<file path="config.mk">
export PLATFORM = sky130hd
export DESIGN_NAME = execute_stage_flat
export DESIGN_NICKNAME = d
export VERILOG_FILES = /design/src/rtl/execute_stage_if.sv /design/src/rtl/execute_stage.sv /design/src/flat_wrapper.sv
export SDC_FILE = /design/constraint.sdc
export NUM_CORES = 1
export LEC_CHECK = 0
export BUFFER_PORTS_ARGS = -buffer_cell sky130_fd_sc_hd__buf_2
export CAP_MARGIN = 40
export CORE_ASPECT_RATIO = 1.5
export CORE_MARGIN = 10
export CORE_UTILIZATION = 55
export CTS_BUF_LIST = sky130_fd_sc_hd__clkbuf_8
export DETAILED_ROUTE_END_ITERATION = 7
export GPL_TIMING_DRIVEN = 0
export PLACE_DENSITY = 0.87
export SLEW_MARGIN = 20
export SYNTH_ARGS = -nofsm -noshare
export SYNTH_HDL_FRONTEND = slang
export SYNTH_SLANG_ARGS = --single-unit
</file>
<file path="constraint.sdc">
create_clock -name clk -period 11.8 [get_ports clk]
set_clock_uncertainty 0.05 [all_clocks]
set_input_delay 2.95 -clock clk [delete_from_list [all_inputs] [get_ports clk]]
set_output_delay 2.95 -clock clk [all_outputs]
set_load 0.05 [all_outputs]
</file>
<file path="src/rtl/execute_stage_if.sv">
// Execute-stage bus: decode/execute operands and controls in, branch resolution and execute/memory register out.
// Latency: none (wires only); the stage itself registers the M-side outputs one edge after capture.
// Backpressure: stallE flows back to the hazard unit, which holds the decode/execute register while it is high.
//
// Signals:
//   RD1E, RD2E, SignImmE, PCPlus4E  operands, immediate and PC+4 from the decode/execute register
//   RtE, RdE                        destination register candidates
//   RegWriteE .. BranchE            decoded control bits, ALUControlE selects the ALU operation
//   ForwardAE/BE, ResultW           forwarding selects (00 reg, 10 ALUOutM, 01 ResultW) and write-back value
//   stallE                          multiplier is holding the execute stage
//   PCBranchE, PCSrcE               combinational branch target / taken
//   ALUOutM .. MemWriteM            execute/memory register contents
interface execute_stage_if;
  logic [31:0] RD1E;
  logic [31:0] RD2E;
  logic [31:0] SignImmE;
  logic [31:0] PCPlus4E;
  logic [4:0]  RtE;
  logic [4:0]  RdE;
  logic        RegWriteE;
  logic        MemtoRegE;
  logic        MemWriteE;
  logic        ALUSrcE;
  logic        RegDstE;
  logic        BranchE;
  logic [2:0]  ALUControlE;
  logic [1:0]  ForwardAE;
  logic [1:0]  ForwardBE;
  logic [31:0] ResultW;

  logic        stallE;
  logic [31:0] PCBranchE;
  logic        PCSrcE;
  logic [31:0] ALUOutM;
  logic [31:0] WriteDataM;
  logic [4:0]  WriteRegM;
  logic        RegWriteM;
  logic        MemtoRegM;
  logic        MemWriteM;

  // Pipeline / hazard side that feeds the stage.
  modport master (
    output RD1E, RD2E, SignImmE, PCPlus4E, RtE, RdE,
    output RegWriteE, MemtoRegE, MemWriteE, ALUSrcE, RegDstE, BranchE, ALUControlE,
    output ForwardAE, ForwardBE, ResultW,
    input  stallE, PCBranchE, PCSrcE,
    input  ALUOutM, WriteDataM, WriteRegM, RegWriteM, MemtoRegM, MemWriteM
  );

  // The execute stage itself.
  modport slave (
    input  RD1E, RD2E, SignImmE, PCPlus4E, RtE, RdE,
    input  RegWriteE, MemtoRegE, MemWriteE, ALUSrcE, RegDstE, BranchE, ALUControlE,
    input  ForwardAE, ForwardBE, ResultW,
    output stallE, PCBranchE, PCSrcE,
    output ALUOutM, WriteDataM, WriteRegM, RegWriteM, MemtoRegM, MemWriteM
  );
endinterface

</file>
<file path="src/rtl/execute_stage.sv">
// Pipelined MIPS-style execute stage: forwarding muxes, ALU, branch resolution, execute/memory register.
// Latency: one edge to the M outputs; multiply (EXECUTE_MULT_EN) stalls 33 cycles, product on the 34th edge.
// Backpressure: stallE holds the upstream instruction; the M register loads bubbles while it is high.
//
// Ports: clk (sole clock), reset (async, active low), bus (execute_stage_if.slave, see interface file).
// Build option: define EXECUTE_MULT_EN to include the iterative shift-add multiplier and its FSM.
//   Without it, ALUControlE=011 simply produces 0 with no stall and no FSM state exists.
module execute_stage (
  input  logic            clk,
  input  logic            reset,
  execute_stage_if.slave  bus
);

  localparam logic [2:0] ALU_AND = 3'b000;
  localparam logic [2:0] ALU_OR  = 3'b001;
  localparam logic [2:0] ALU_ADD = 3'b010;
  localparam logic [2:0] ALU_MUL = 3'b011;
  localparam logic [2:0] ALU_SUB = 3'b110;
  localparam logic [2:0] ALU_SLT = 3'b111;

  // Execute/memory register.
  logic [31:0] r_alu_out_m;
  logic [31:0] r_write_data_m;
  logic [4:0]  r_write_reg_m;
  logic        r_reg_write_m;
  logic        r_memto_reg_m;
  logic        r_mem_write_m;

  logic [31:0] w_src_a;
  logic [31:0] w_fwd_b;
  logic [31:0] w_src_b;
  logic [31:0] w_alu_comb;
  logic [31:0] w_alu_result;
  logic [4:0]  w_write_reg;
  logic [31:0] w_pc_branch;
  logic        w_stall;

  // Forwarding: the 11 encoding is unused and falls back to the register value.
  always_comb begin
    w_src_a = bus.RD1E;
    case (bus.ForwardAE)
      2'b10:   w_src_a = r_alu_out_m;
      2'b01:   w_src_a = bus.ResultW;
      default: w_src_a = bus.RD1E;
    endcase
  end

  always_comb begin
    w_fwd_b = bus.RD2E;
    case (bus.ForwardBE)
      2'b10:   w_fwd_b = r_alu_out_m;
      2'b01:   w_fwd_b = bus.ResultW;
      default: w_fwd_b = bus.RD2E;
    endcase
  end

  assign w_src_b = bus.ALUSrcE ? bus.SignImmE : w_fwd_b;

  // Single-cycle ALU. Multiply is not computed here; in the multiplier build the
  // product comes from the accumulator, otherwise 011 (and 100/101) give 0.
  always_comb begin
    w_alu_comb = 32'd0;
    case (bus.ALUControlE)
      ALU_ADD: w_alu_comb = w_src_a + w_src_b;
      ALU_SUB: w_alu_comb = w_src_a - w_src_b;
      ALU_AND: w_alu_comb = w_src_a & w_src_b;
      ALU_OR:  w_alu_comb = w_src_a | w_src_b;
      ALU_SLT: w_alu_comb = {31'd0, ($signed(w_src_a) < $signed(w_src_b))};
      default: w_alu_comb = 32'd0;
    endcase
  end

`ifdef EXECUTE_MULT_EN
  typedef enum logic [1:0] {
    S_IDLE = 2'b00,
    S_MUL  = 2'b01,
    S_DONE = 2'b10
  } state_t;

  state_t      r_state;
  state_t      w_state_nxt;
  logic        w_fsm_stall;
  logic        w_is_mul;
  logic [4:0]  r_cnt;
  logic [31:0] r_acc;
  logic [31:0] r_mcand;   // shifts left one place per step
  logic [31:0] r_mplier;  // shifts right; bit 0 gates the add

  assign w_is_mul = (bus.ALUControlE == ALU_MUL);

  always_ff @(posedge clk or negedge reset) begin
    if (!reset) begin
      r_state <= S_IDLE;
    end else begin
      r_state <= w_state_nxt;
    end
  end

  always_comb begin
    w_state_nxt = r_state;
    w_fsm_stall = 1'b0;
    case (r_state)
      S_IDLE: begin
        if (w_is_mul) begin
          w_state_nxt = S_MUL;
          w_fsm_stall = 1'b1;
        end
      end
      S_MUL: begin
        w_fsm_stall = 1'b1;
        if (r_cnt == 5'd31) begin
          w_state_nxt = S_DONE;
        end
      end
      S_DONE: begin
        // Always drop back to IDLE: upstream advances this cycle, so the same
        // instruction is never seen in IDLE again.
        w_state_nxt = S_IDLE;
      end
      default: begin
        w_state_nxt = S_IDLE;
      end
    endcase
  end

  // Operands are captured only on entry, so forwarding changes while the
  // multiply runs cannot disturb the product. Arithmetic wraps at 32 bits,
  // which yields exactly the low half of the unsigned product.
  always_ff @(posedge clk or negedge reset) begin
    if (!reset) begin
      r_cnt    <= 5'd0;
      r_acc    <= 32'd0;
      r_mcand  <= 32'd0;
      r_mplier <= 32'd0;
    end else begin
      case (r_state)
        S_IDLE: begin
          if (w_is_mul) begin
            r_mcand  <= w_src_a;
            r_mplier <= w_src_b;
            r_cnt    <= 5'd0;
            r_acc    <= 32'd0;
          end
        end
        S_MUL: begin
          r_acc    <= r_acc + (r_mplier[0] ? r_mcand : 32'd0);
          r_mcand  <= {r_mcand[30:0], 1'b0};
          r_mplier <= {1'b0, r_mplier[31:1]};
          r_cnt    <= r_cnt + 5'd1;
        end
        default: begin
        end
      endcase
    end
  end

  // Gate with reset so stallE drops the moment reset asserts, even if a
  // multiply is still presented on the inputs.
  assign w_stall      = reset & w_fsm_stall;
  assign w_alu_result = (r_state == S_DONE) ? r_acc : w_alu_comb;
`else
  assign w_stall      = 1'b0;
  assign w_alu_result = w_alu_comb;
`endif

  assign w_write_reg = bus.RegDstE ? bus.RdE : bus.RtE;
  assign w_pc_branch = bus.PCPlus4E + {bus.SignImmE[29:0], 2'b00};

  // The target keeps following the (held) inputs during a stall; only the
  // taken flag is suppressed so a stalled instruction cannot redirect fetch.
  assign bus.PCBranchE = w_pc_branch;
  assign bus.PCSrcE    = ~w_stall & bus.BranchE & (w_alu_result == 32'd0);
  assign bus.stallE    = w_stall;

  always_ff @(posedge clk or negedge reset) begin
    if (!reset) begin
      r_alu_out_m    <= 32'd0;
      r_write_data_m <= 32'd0;
      r_write_reg_m  <= 5'd0;
      r_reg_write_m  <= 1'b0;
      r_memto_reg_m  <= 1'b0;
      r_mem_write_m  <= 1'b0;
    end else if (w_stall) begin
      // Bubble: nothing may write the register file or memory.
      r_alu_out_m    <= 32'd0;
      r_write_data_m <= 32'd0;
      r_write_reg_m  <= 5'd0;
      r_reg_write_m  <= 1'b0;
      r_memto_reg_m  <= 1'b0;
      r_mem_write_m  <= 1'b0;
    end else begin
      r_alu_out_m    <= w_alu_result;
      r_write_data_m <= w_fwd_b;
      r_write_reg_m  <= w_write_reg;
      r_reg_write_m  <= bus.RegWriteE;
      r_memto_reg_m  <= bus.MemtoRegE;
      r_mem_write_m  <= bus.MemWriteE;
    end
  end

  assign bus.ALUOutM    = r_alu_out_m;
  assign bus.WriteDataM = r_write_data_m;
  assign bus.WriteRegM  = r_write_reg_m;
  assign bus.RegWriteM  = r_reg_write_m;
  assign bus.MemtoRegM  = r_memto_reg_m;
  assign bus.MemWriteM  = r_mem_write_m;

endmodule
</file>
<file path="src/flat_wrapper.sv">
// flat-port wrapper written by rule: the top's interface ports become plain ports
module execute_stage_flat 
  (clk, reset, bus_RD1E, bus_RD2E, bus_SignImmE, bus_PCPlus4E, bus_RtE, bus_RdE, bus_RegWriteE, bus_MemtoRegE, bus_MemWriteE, bus_ALUSrcE, bus_RegDstE, bus_BranchE, bus_ALUControlE, bus_ForwardAE, bus_ForwardBE, bus_ResultW, bus_stallE, bus_PCBranchE, bus_PCSrcE, bus_ALUOutM, bus_WriteDataM, bus_WriteRegM, bus_RegWriteM, bus_MemtoRegM, bus_MemWriteM);
  execute_stage_if bus_i ();
  input  logic clk;
  input  logic reset;
  input wire logic [$bits(bus_i.RD1E)-1:0] bus_RD1E;
  input wire logic [$bits(bus_i.RD2E)-1:0] bus_RD2E;
  input wire logic [$bits(bus_i.SignImmE)-1:0] bus_SignImmE;
  input wire logic [$bits(bus_i.PCPlus4E)-1:0] bus_PCPlus4E;
  input wire logic [$bits(bus_i.RtE)-1:0] bus_RtE;
  input wire logic [$bits(bus_i.RdE)-1:0] bus_RdE;
  input wire logic [$bits(bus_i.RegWriteE)-1:0] bus_RegWriteE;
  input wire logic [$bits(bus_i.MemtoRegE)-1:0] bus_MemtoRegE;
  input wire logic [$bits(bus_i.MemWriteE)-1:0] bus_MemWriteE;
  input wire logic [$bits(bus_i.ALUSrcE)-1:0] bus_ALUSrcE;
  input wire logic [$bits(bus_i.RegDstE)-1:0] bus_RegDstE;
  input wire logic [$bits(bus_i.BranchE)-1:0] bus_BranchE;
  input wire logic [$bits(bus_i.ALUControlE)-1:0] bus_ALUControlE;
  input wire logic [$bits(bus_i.ForwardAE)-1:0] bus_ForwardAE;
  input wire logic [$bits(bus_i.ForwardBE)-1:0] bus_ForwardBE;
  input wire logic [$bits(bus_i.ResultW)-1:0] bus_ResultW;
  output wire logic [$bits(bus_i.stallE)-1:0] bus_stallE;
  output wire logic [$bits(bus_i.PCBranchE)-1:0] bus_PCBranchE;
  output wire logic [$bits(bus_i.PCSrcE)-1:0] bus_PCSrcE;
  output wire logic [$bits(bus_i.ALUOutM)-1:0] bus_ALUOutM;
  output wire logic [$bits(bus_i.WriteDataM)-1:0] bus_WriteDataM;
  output wire logic [$bits(bus_i.WriteRegM)-1:0] bus_WriteRegM;
  output wire logic [$bits(bus_i.RegWriteM)-1:0] bus_RegWriteM;
  output wire logic [$bits(bus_i.MemtoRegM)-1:0] bus_MemtoRegM;
  output wire logic [$bits(bus_i.MemWriteM)-1:0] bus_MemWriteM;
  assign bus_i.RD1E = bus_RD1E;
  assign bus_i.RD2E = bus_RD2E;
  assign bus_i.SignImmE = bus_SignImmE;
  assign bus_i.PCPlus4E = bus_PCPlus4E;
  assign bus_i.RtE = bus_RtE;
  assign bus_i.RdE = bus_RdE;
  assign bus_i.RegWriteE = bus_RegWriteE;
  assign bus_i.MemtoRegE = bus_MemtoRegE;
  assign bus_i.MemWriteE = bus_MemWriteE;
  assign bus_i.ALUSrcE = bus_ALUSrcE;
  assign bus_i.RegDstE = bus_RegDstE;
  assign bus_i.BranchE = bus_BranchE;
  assign bus_i.ALUControlE = bus_ALUControlE;
  assign bus_i.ForwardAE = bus_ForwardAE;
  assign bus_i.ForwardBE = bus_ForwardBE;
  assign bus_i.ResultW = bus_ResultW;
  assign bus_stallE = bus_i.stallE;
  assign bus_PCBranchE = bus_i.PCBranchE;
  assign bus_PCSrcE = bus_i.PCSrcE;
  assign bus_ALUOutM = bus_i.ALUOutM;
  assign bus_WriteDataM = bus_i.WriteDataM;
  assign bus_WriteRegM = bus_i.WriteRegM;
  assign bus_RegWriteM = bus_i.RegWriteM;
  assign bus_MemtoRegM = bus_i.MemtoRegM;
  assign bus_MemWriteM = bus_i.MemWriteM;
  execute_stage u_core (.clk(clk), .reset(reset), .bus(bus_i));
endmodule
</file>
==> Word-level counts from Yosys, hierarchy flattened <==
Index checks and enable logic that the tools add are counted.
{ "totals": {"elab_cells": 28, "regBits": 72, "inputBits": 185, "output_inout_bits": 106} }
{ "classes": {"n_reduce_logical": 2, "n_bitwise": 3, "addsub": 3, "order_cmp": 1, "n_eq_ne": 8, "muxes": 5} }
{ "op_table": {"columns": ["operator", "count"], "rows": [
  ["case mux 32 bit (5 select lines)", 1],
  ["case mux 32 bit (2 select lines)", 2],
  ["adder 32 bit", 2],
  ["bitwise AND 32 bit", 1],
  ["logical NOT 32 bit", 1],
  ["less-than comparator 32 bit", 1],
  ["2-to-1 mux 32 bit", 1],
  ["OR 32 bit", 1],
  ["subtractor 32 bit", 1],
  ["equality test 3 bit (second input constant)", 2],
  ["2-to-1 mux 5 bit", 1],
  ["equality test 2 x 1 -> 1 bit (second input constant)", 2],
  ["equality test 2 bit (second input constant)", 2],
  ["equality test 3 x 1 -> 1 bit (second input constant)", 1],
  ["equality test 3 x 2 -> 1 bit (second input constant)", 1],
  ["logical NOT 3 bit", 1],
  ["bitwise AND 1 bit", 1]
]} }

==> Depth between registers and ports, before layout <==
Gate-level depths: netlist (run 1).
{ "logic_depth": {"ltp_word": 7, "mapped_depth": 22, "mapped_depth_nobuf": 21} }

==> Worst setup path after synthesis (run 1) <==
Ideal clock, no wire load.
{ "synth_timing": {"path_kind": "input to output", "start": "input bus_ForwardBE[0]", "end": "output bus_PCSrcE", "cell_stages": 20, "arrival_ps": 8060, "path_buffers": 3, "setup_slack_ps": 740, "required_time_ps": 8800, "cell_sequence": "inv_1 -> ha_1 -> clkbuf_1 -> buf_1 -> nor2_1 -> a21oi_1 -> o21ai_0 -> ha_1 -> buf_6 -> or3_4 -> or3_1 -> o21a_1 -> o211a_4 -> o41ai_4 -> o2111a_1 -> o22ai_1 -> or4_4 -> nor4_2 -> nand4b_1 -> nor4_2"} }
{ "synth_via": {"elab_chain_len": 7, "elab_cells_between_ends": 12, "classes_between": "add/sub (2); order compare (1); eq/ne (2); mux (3); bitwise (3); reduce/logical (1)"} }
{ "synth_rtl": {"columns": ["item", "line_no", "rtl"], "rows": [
  ["start, declared", "flat_wrapper.sv:21", "input wire logic [$bits(bus_i.ForwardBE)-1:0] bus_ForwardBE;"],
  ["equality test 2 x 1 -> 1 bit or equality test 2 bit (tied branches)", "execute_stage.sv:50", "case (bus.ForwardBE)"],
  ["case mux 32 bit (2 select lines) (*)", "execute_stage.sv:50", null],
  ["2-to-1 mux 32 bit (*)", "execute_stage.sv:57", "assign w_src_b = bus.ALUSrcE ? bus.SignImmE : w_fwd_b;"],
  ["subtractor 32 bit (tied with other cells)", "execute_stage.sv:65", "ALU_SUB: w_alu_comb = w_src_a - w_src_b;"],
  ["case mux 32 bit (5 select lines) (*)", "execute_stage.sv:63", "case (bus.ALUControlE)"],
  ["named net u_core.w_alu_comb[26]", "execute_stage.sv:32", "logic [31:0] w_alu_comb;"],
  ["logical NOT 32 bit (*)", "execute_stage.sv:172", "assign bus.PCSrcE = ~w_stall & bus.BranchE & (w_alu_result == 32'd0);"],
  ["bitwise AND 1 bit (*)", "execute_stage.sv:172", null],
  ["end, declared", "flat_wrapper.sv:25", "output wire logic [$bits(bus_i.PCSrcE)-1:0] bus_PCSrcE;"]
]} }
Mark *: on every way through the listed nets, which the timed path passes. The rest lies on a longest branch.

==> Final worst setup path (run 1) <==
Ends and elaborated chain as after synthesis.

==> flow_metrics.tcl, run 1 <==
set metrics [dict create \
    final_common_cell "buf_2" \
    cts_root_buf "clkbuf_8" \
    portBuffers 284 \
    areaGrowthSynthToFinish_pct 19.7 \
    fp-row-count 60 \
    max-slew-margin-rel 0.455 \
    nets 1997 \
    syn-instance-count 1371 \
    crit_type "in -> out" \
    die_h_um 185 \
    cp.arrival_ns 8.71 \
    rr_startpoint "u_core.bus.ALUOutM[2]" \
    h-tree-depth 3 \
    hold_path.class "reg -> reg" \
    worstMarginPinSlew_ns 0.809 \
    routedWlPerCell_um 23.3 \
    postSynth.asyncResetShare 1.00 \
    first_pass_iters 6 \
    synth_area_um2 10000 \
    syn_avg_cell_area_um2 7.32 \
    drive_gt1_frac 0.217 \
    worst_slack_ns 0.0892 \
    dp_hpwl_um 37000 \
    rsz0062_at_grt "false" \
    cts_buffers 9 \
    power_switching_w 0.000785 \
    ff2ff_path_depth 17 \
    vias 12000 \
    synth_seq_area_share 0.180 \
    ant_nets 0 \
    ys_warn_count 0 \
    drcViolationCount 0 \
    fmax_mhz 85.4 \
    hold_buffers 0 \
    seq_power_share 0.212 \
    ys_types 79 \
    syn_nets 1701 \
    routed_wl_um 44300 \
    fill_cells 1636 \
    r2r_end "u_core.bus.ALUOutM[31]" \
    required_ns 8.80 \
    p_sw_frac 0.548 \
    grt_start_max_net_pins 50 \
    die_w_um 130 \
    combPwrFrac 0.662 \
    endpoint "bus_PCSrcE" \
    startpoint "bus_ForwardBE[0]" \
    clk_latency_ns 0.37 \
    viasPerCell 6.31 \
    start_util 0.559 \
    cts_resized 10 \
    holdWs_ns 0.615 \
    finalWeightedCongestion 1.03 \
    ir_worst_vdd_mv 0.0538 \
    gr-usage-all-layers 0.346 \
    antenna_found_initial 13 \
    synth_edf_count 0 \
    cap_viol_max_count 0 \
    fin_util 0.669 \
    cts.sinks 72 \
    outcome "finished, final reports clean" \
    netlist_top_cells_area "dfrtp_1 (18%), ha_1 (18%), o21ai_0 (6.2%), inv_1 (5.7%), a21oi_1 (5.6%)" \
    final_cell_mix "buf_2 (292), inv_1 (154), ha_1 (142)" \
    final-max-slew-violation-count 0 \
    core_um2 17900 \
    post_cts_buffers 0 \
    overflow 0 \
    endpoint_kind "output port" \
    powerDensity_nw_per_um2 119 \
    cts_tree "built" \
    path_clk_slew_ns 0.08 \
    clock_path_buffers 2 \
    intPower_w 0.000648 \
    io-pin-count 291 \
    fin_crit_ns 11.71 \
    place_ws_ns -0.577 \
    synth_top_flop_cell "dfrtp_1" \
    startpoint_type "input pin" \
    synth_area_leader_cell "dfrtp_1" \
    drt_iter0_markers 1524 \
    hold_viol 0 \
    die_area_um2 24200 \
    clockPowerShare 0.126 \
    ys_ff_latch 72 \
    worstPathMaxFanout 10 \
    grt_pass1_wl_um 64600 \
    p_leak_nw 6.14 \
    regToRegSetupSlack_ns 7.10 \
    finalSetupViolCount 0 \
    fin_crit_sh 0.992 \
    synth_top_cell_area_share 0.180 \
    grt_pass1_vias 11400 \
]
## metrics by stage
stage	instances	total power, W	cell area, um2	TNS, ns
4_1_cts	1888	0.00140	11900	0
2_1_floorplan	1371	0.000956	10000	0
3_5_place_dp	1874	0.00123	11800	-0.577
3_3_place_gp	1872	0.00121	11700	-0.517
6_report	1902	0.00143	12000	0
5_1_grt	1901	0.00151	12000	0
## Yosys cell counts (6+ instances only)
| cell | count |
|---|---|
| nor2b_1 | 11 |
| a31oi_1 | 7 |
| a21oi_1 | 112 |
| xor2_1 | 10 |
| clkbuf_1 | 55 |
| dfrtp_1 | 72 |
| buf_4 | 7 |
| nor4_1 | 11 |
| or3_1 | 14 |
| nor2_1 | 113 |
| o211ai_1 | 13 |
| a211oi_1 | 19 |
| o31a_1 | 6 |
| o22ai_1 | 23 |
| ha_1 | 142 |
| o2111ai_1 | 7 |
| nor3_1 | 27 |
| buf_1 | 7 |
| a21o_1 | 22 |
| inv_1 | 152 |
| o21ai_0 | 125 |
| nand2_1 | 124 |
| mux2i_1 | 9 |
| and2_1 | 7 |
| nand2b_1 | 16 |
| o21bai_1 | 14 |
| nand4_1 | 7 |
| a21boi_0 | 7 |
| o21a_1 | 16 |
| nand3_1 | 14 |
| xnor2_1 | 36 |
| o31ai_1 | 11 |
| a22oi_1 | 66 |
## registers in the layout, indices dropped and copies added, names as in the netlist
signal	flops
u_core.bus.ALUOutM	32
u_core.bus.WriteDataM	32
u_core.bus.WriteRegM	5
u_core.bus.MemWriteM	1
u_core.bus.MemtoRegM	1
u_core.bus.RegWriteM	1
## how the worst min path moves through the flow
stage	to	cells past startpoint	startpoint	slack, ns
2_1_floorplan	u_core.bus.WriteDataM[0]	4	u_core.bus.ALUOutM[0]	0.88
3_3_place_gp	u_core.bus.WriteDataM[16]	4	u_core.bus.ALUOutM[16]	0.57
4_1_cts	u_core.bus.WriteDataM[13]	4	u_core.bus.ALUOutM[13]	0.59
6_report	u_core.bus.WriteDataM[13]	4	u_core.bus.ALUOutM[13]	0.62
3_5_place_dp	u_core.bus.WriteDataM[13]	4	u_core.bus.ALUOutM[13]	0.59
5_1_grt	u_core.bus.WriteDataM[18]	4	u_core.bus.ALUOutM[18]	0.66
## power by group through the flow
stage | Combinational (W) | Clock (W) | Sequential (W)
4_1_cts | 0.000925 | 0.000178 | 0.000301
3_5_place_dp | 0.000920 | 0 | 0.000306
3_3_place_gp | 0.000910 | 0 | 0.000305
5_1_grt | 0.00101 | 0.000188 | 0.000306
2_1_floorplan | 0.000537 | 0 | 0.000419
6_report | 0.000949 | 0.000180 | 0.000304
## layout make-up
class,instances,area [um2],share of cell area
diodes,14,35.0,0.00292
repair buffers,287,1460,0.122
clock inverters,5,26.3,0.00219
multi-input cells,1067,7310,0.609
flip-flops and latches,72,1800,0.150
inverters,153,574,0.0478
clock buffers,10,138,0.0115
well taps,217,272,0.0226
plain buffers,77,383,0.0319
## routing by layer
metal	global-route usage	up-vias	wire length [um]
li1	-	5456	-
met2	0.589	769	21200
met4	0.223	0	2980
met5	0	-	0
met1	0.388	5584	15700
met3	0.0601	185	4370
## logic make-up after synthesis
kind of cell | count (synthesis) | share of synthesized area
AO/OA/AOI/OAI | 488 | 0.314
XOR/XNOR | 46 | 0.0402
adder cells (fa/ha/maj) | 145 | 0.183
buffers and inverters | 232 | 0.0938
flip-flops | 72 | 0.180
multiplexers | 14 | 0.0146
other | 1 | 0.000374
AND/OR/NAND/NOR | 373 | 0.174
## critical path, stage by stage
cell	delay [ns]
buf_2	0.09
inv_1	0.04
ha_1	0.51
buf_2	0.32
nor2_1	0.08
a21oi_1	0.34
o21a_1	0.36
ha_1	0.31
nor2b_1	0.30
o2111ai_1	0.19
and3_1	0.22
o32ai_1	0.27
xnor2_1	0.17
o22ai_1	0.14
nor4_1	0.48
or4b_1	0.49
or4_1	0.49
nor4_2	0.27
nand4b_1	0.16
nor4_2	0.20
buf_2	0.32
(Power assumes the default switching activity.)
==> inputs of run 2 (changes only) <==
--- a/config.mk
+++ b/config.mk
@@ -7,13 +7,15 @@
 export LEC_CHECK = 0
 export BUFFER_PORTS_ARGS = -buffer_cell sky130_fd_sc_hd__buf_2
 export CAP_MARGIN = 40
+export CELL_PAD_IN_SITES_DETAIL_PLACEMENT = 0
+export CELL_PAD_IN_SITES_GLOBAL_PLACEMENT = 1
 export CORE_ASPECT_RATIO = 1.5
 export CORE_MARGIN = 10
-export CORE_UTILIZATION = 55
+export CORE_UTILIZATION = 39
 export CTS_BUF_LIST = sky130_fd_sc_hd__clkbuf_8
 export DETAILED_ROUTE_END_ITERATION = 7
-export GPL_TIMING_DRIVEN = 0
 export PLACE_DENSITY = 0.87
+export REMOVE_ABC_BUFFERS = 1
 export SLEW_MARGIN = 20
 export SYNTH_ARGS = -nofsm -noshare
 export SYNTH_HDL_FRONTEND = slang
==> run 2 against run 1 <==
Effect of this change:
- non-clock buffer count fell by 49
- worst setup slack improved by 0.16 ns
- global-route usage shrank 9.7 points
- worst hold slack lost 0.011 ns
- combinational power is 2% lower
- via count fell by 5.4%
- cell count grew 2.7%
- sequential power about the same
- clock power rose by 17%
- sequential share of layout area barely moved
- critical path type unchanged
- first-iteration DRC count decreased by 41%
- largest cell class unchanged
==> flow_metrics.tcl, run 2 (synthesis results as in run 1) <==
set metrics [dict create \
    outcome "finished, final reports clean" \
    grt_pass1_vias 11500 \
    dp_hpwl_um 35500 \
    finalSetupViolCount 0 \
    ff2ff_path_depth 16 \
    cp_cell_sequence "buf_2 > inv_1 > ha_2 > a22oi_1 > nor2_1 > a21oi_1 > o21ai_0 > ha_1 > inv_1 > a221oi_1 > a21boi_0 > o21ai_0 > a31oi_1 > nor2_1 > a211o_1 > a221oi_1 > o22ai_1 > nand4b_1 > nor4_2 > buf_2" \
    post_cts_buffers 0 \
    cts_tree "built" \
    rsz0062_at_grt "false" \
    die_w_um 151 \
    antenna_found_initial 3 \
    power.total_w 0.00145 \
    first_pass_iters 5 \
    io-pin-count 291 \
    crit_type "in -> out" \
    fin_util 0.475 \
    core_um2 25200 \
    hold_viol 0 \
    finalWeightedCongestion 1.06 \
    ant_nets 0 \
    routed_wl_um 42700 \
    cts.sinks 72 \
    drcViolationCount 0 \
    areaGrowthSynthToFinish_pct 19.4 \
    crit_path_top_delay_cell "o21ai_0" \
    final_cell_mix "buf_2 (284), inv_1 (153), ha_1 (139)" \
    cts_root_buf "clkbuf_8" \
    path_buf_inv 4 \
    grt_pass1_wl_um 64100 \
    fp-row-count 71 \
    fill_cells 2616 \
    portBuffers 285 \
    ir_worst_vdd_mv 0.0604 \
    startpoint_type "input pin" \
    cap_viol_max_count 0 \
    slowest_delay_ns 0.61 \
    final_common_cell "buf_2" \
    critPathTopFamily "compound AO/OA/AOI/OAI gates" \
    die_area_um2 32700 \
    worstMarginPinSlew_ns 0.736 \
    path_clk_slew_ns 0.09 \
    hold_path.class "reg -> reg" \
    p_leak_nw 6.06 \
    cts_buffers 9 \
    h-tree-depth 3 \
    powerDensity_nw_per_um2 121 \
    worstPathMaxFanout 16 \
    cp.arrival_ns 8.55 \
    cp.depth 20 \
    overflow 0 \
    clk_latency_ns 0.38 \
    drive_gt1_frac 0.219 \
    clock_path_buffers 2 \
    fmax_mhz 86.5 \
    final_cell_area_um2 12000 \
    viasPerCell 5.81 \
    tns_ns 0 \
    final-max-slew-violation-count 0 \
    endpoint_kind "output port" \
    fin_crit_sh 0.979 \
    gr-usage-all-layers 0.250 \
    start_util 0.398 \
    vias 11300 \
    routedWlPerCell_um 21.8 \
    die_h_um 216 \
    nets 1948 \
    required_ns 8.80 \
    drt_iter0_markers 903 \
    grt_start_max_net_pins 48 \
    place_area_um2 11800 \
    holdWs_ns 0.604 \
    hold_depth 4 \
    max-slew-margin-rel 0.504 \
    fin_crit_ns 11.55 \
]
-- run 2: cell type report --
class,instances,area (um2),share of cell area
multi-input combinational,1067,7310,0.611
antenna,3,7.51,0.000627
inverter,153,574,0.0480
clock inverter,7,71.3,0.00596
sequential,72,1800,0.150
tap,328,410,0.0343
timing repair buffer,315,1670,0.140
clock buffer,9,124,0.0103
-- run 2: power breakdown --
part	total (W)	switching, W	internal (W)	leakage [nW]
Combinational	0.000930	0.000640	0.000289	5.05
Sequential	0.000306	0.0000272	0.000279	0.912
Clock	0.000211	0.000113	0.0000981	0.0975
Total	0.00145	0.000781	0.000666	6.06
-- run 2: routing by layer --
metal / global-route usage / wire length (um) / vias up
met5: 0 / 11 / -
met4: 0.151 / 2940 / 2
met3: 0.0526 / 3200 / 160
met2: 0.450 / 21300 / 557
met1: 0.255 / 15200 / 5290
li1: - / - / 5334
-- run 2: final timing paths --
kind,startpoint,endpoint,slack (ns)
max in group asynchronous,reset,u_core.bus.ALUOutM[23],8.67
hold / removal,u_core.bus.ALUOutM[16],u_core.bus.WriteDataM[16],0.60
setup reg to reg,u_core.bus.ALUOutM[8],u_core.bus.ALUOutM[31],6.97
setup / recovery,bus_ForwardBE[1],bus_PCSrcE,0.25
min in group asynchronous,reset,u_core.bus.WriteDataM[4],2.44
hold reg to reg,u_core.bus.ALUOutM[16],u_core.bus.WriteDataM[16],0.60
-- run 2: repair_timing --
| item | 4_1_cts | 5_1_grt |
|---|---|---|
| resized for setup | 0 | 3 |
| endpoints found under the setup margin | 0 | 1 |
| hold buffers | 0 | 0 |
-- run 2: tightest hold or removal path, cell delays in order (launching register included) --
cell and delay (ns):
dfrtp_1 0.37, a22oi_1 0.07, nor2_1 0.09, a21oi_1 0.05, inv_1 0.05
-- run 2: stage by stage --
step	setup slack, ns	instances
global route	0.110	1953
detailed placement	0.0599	1935
floorplan	0.284	1292
CTS	0.0446	1951
global placement	0.0490	1932
finish	0.245	1954
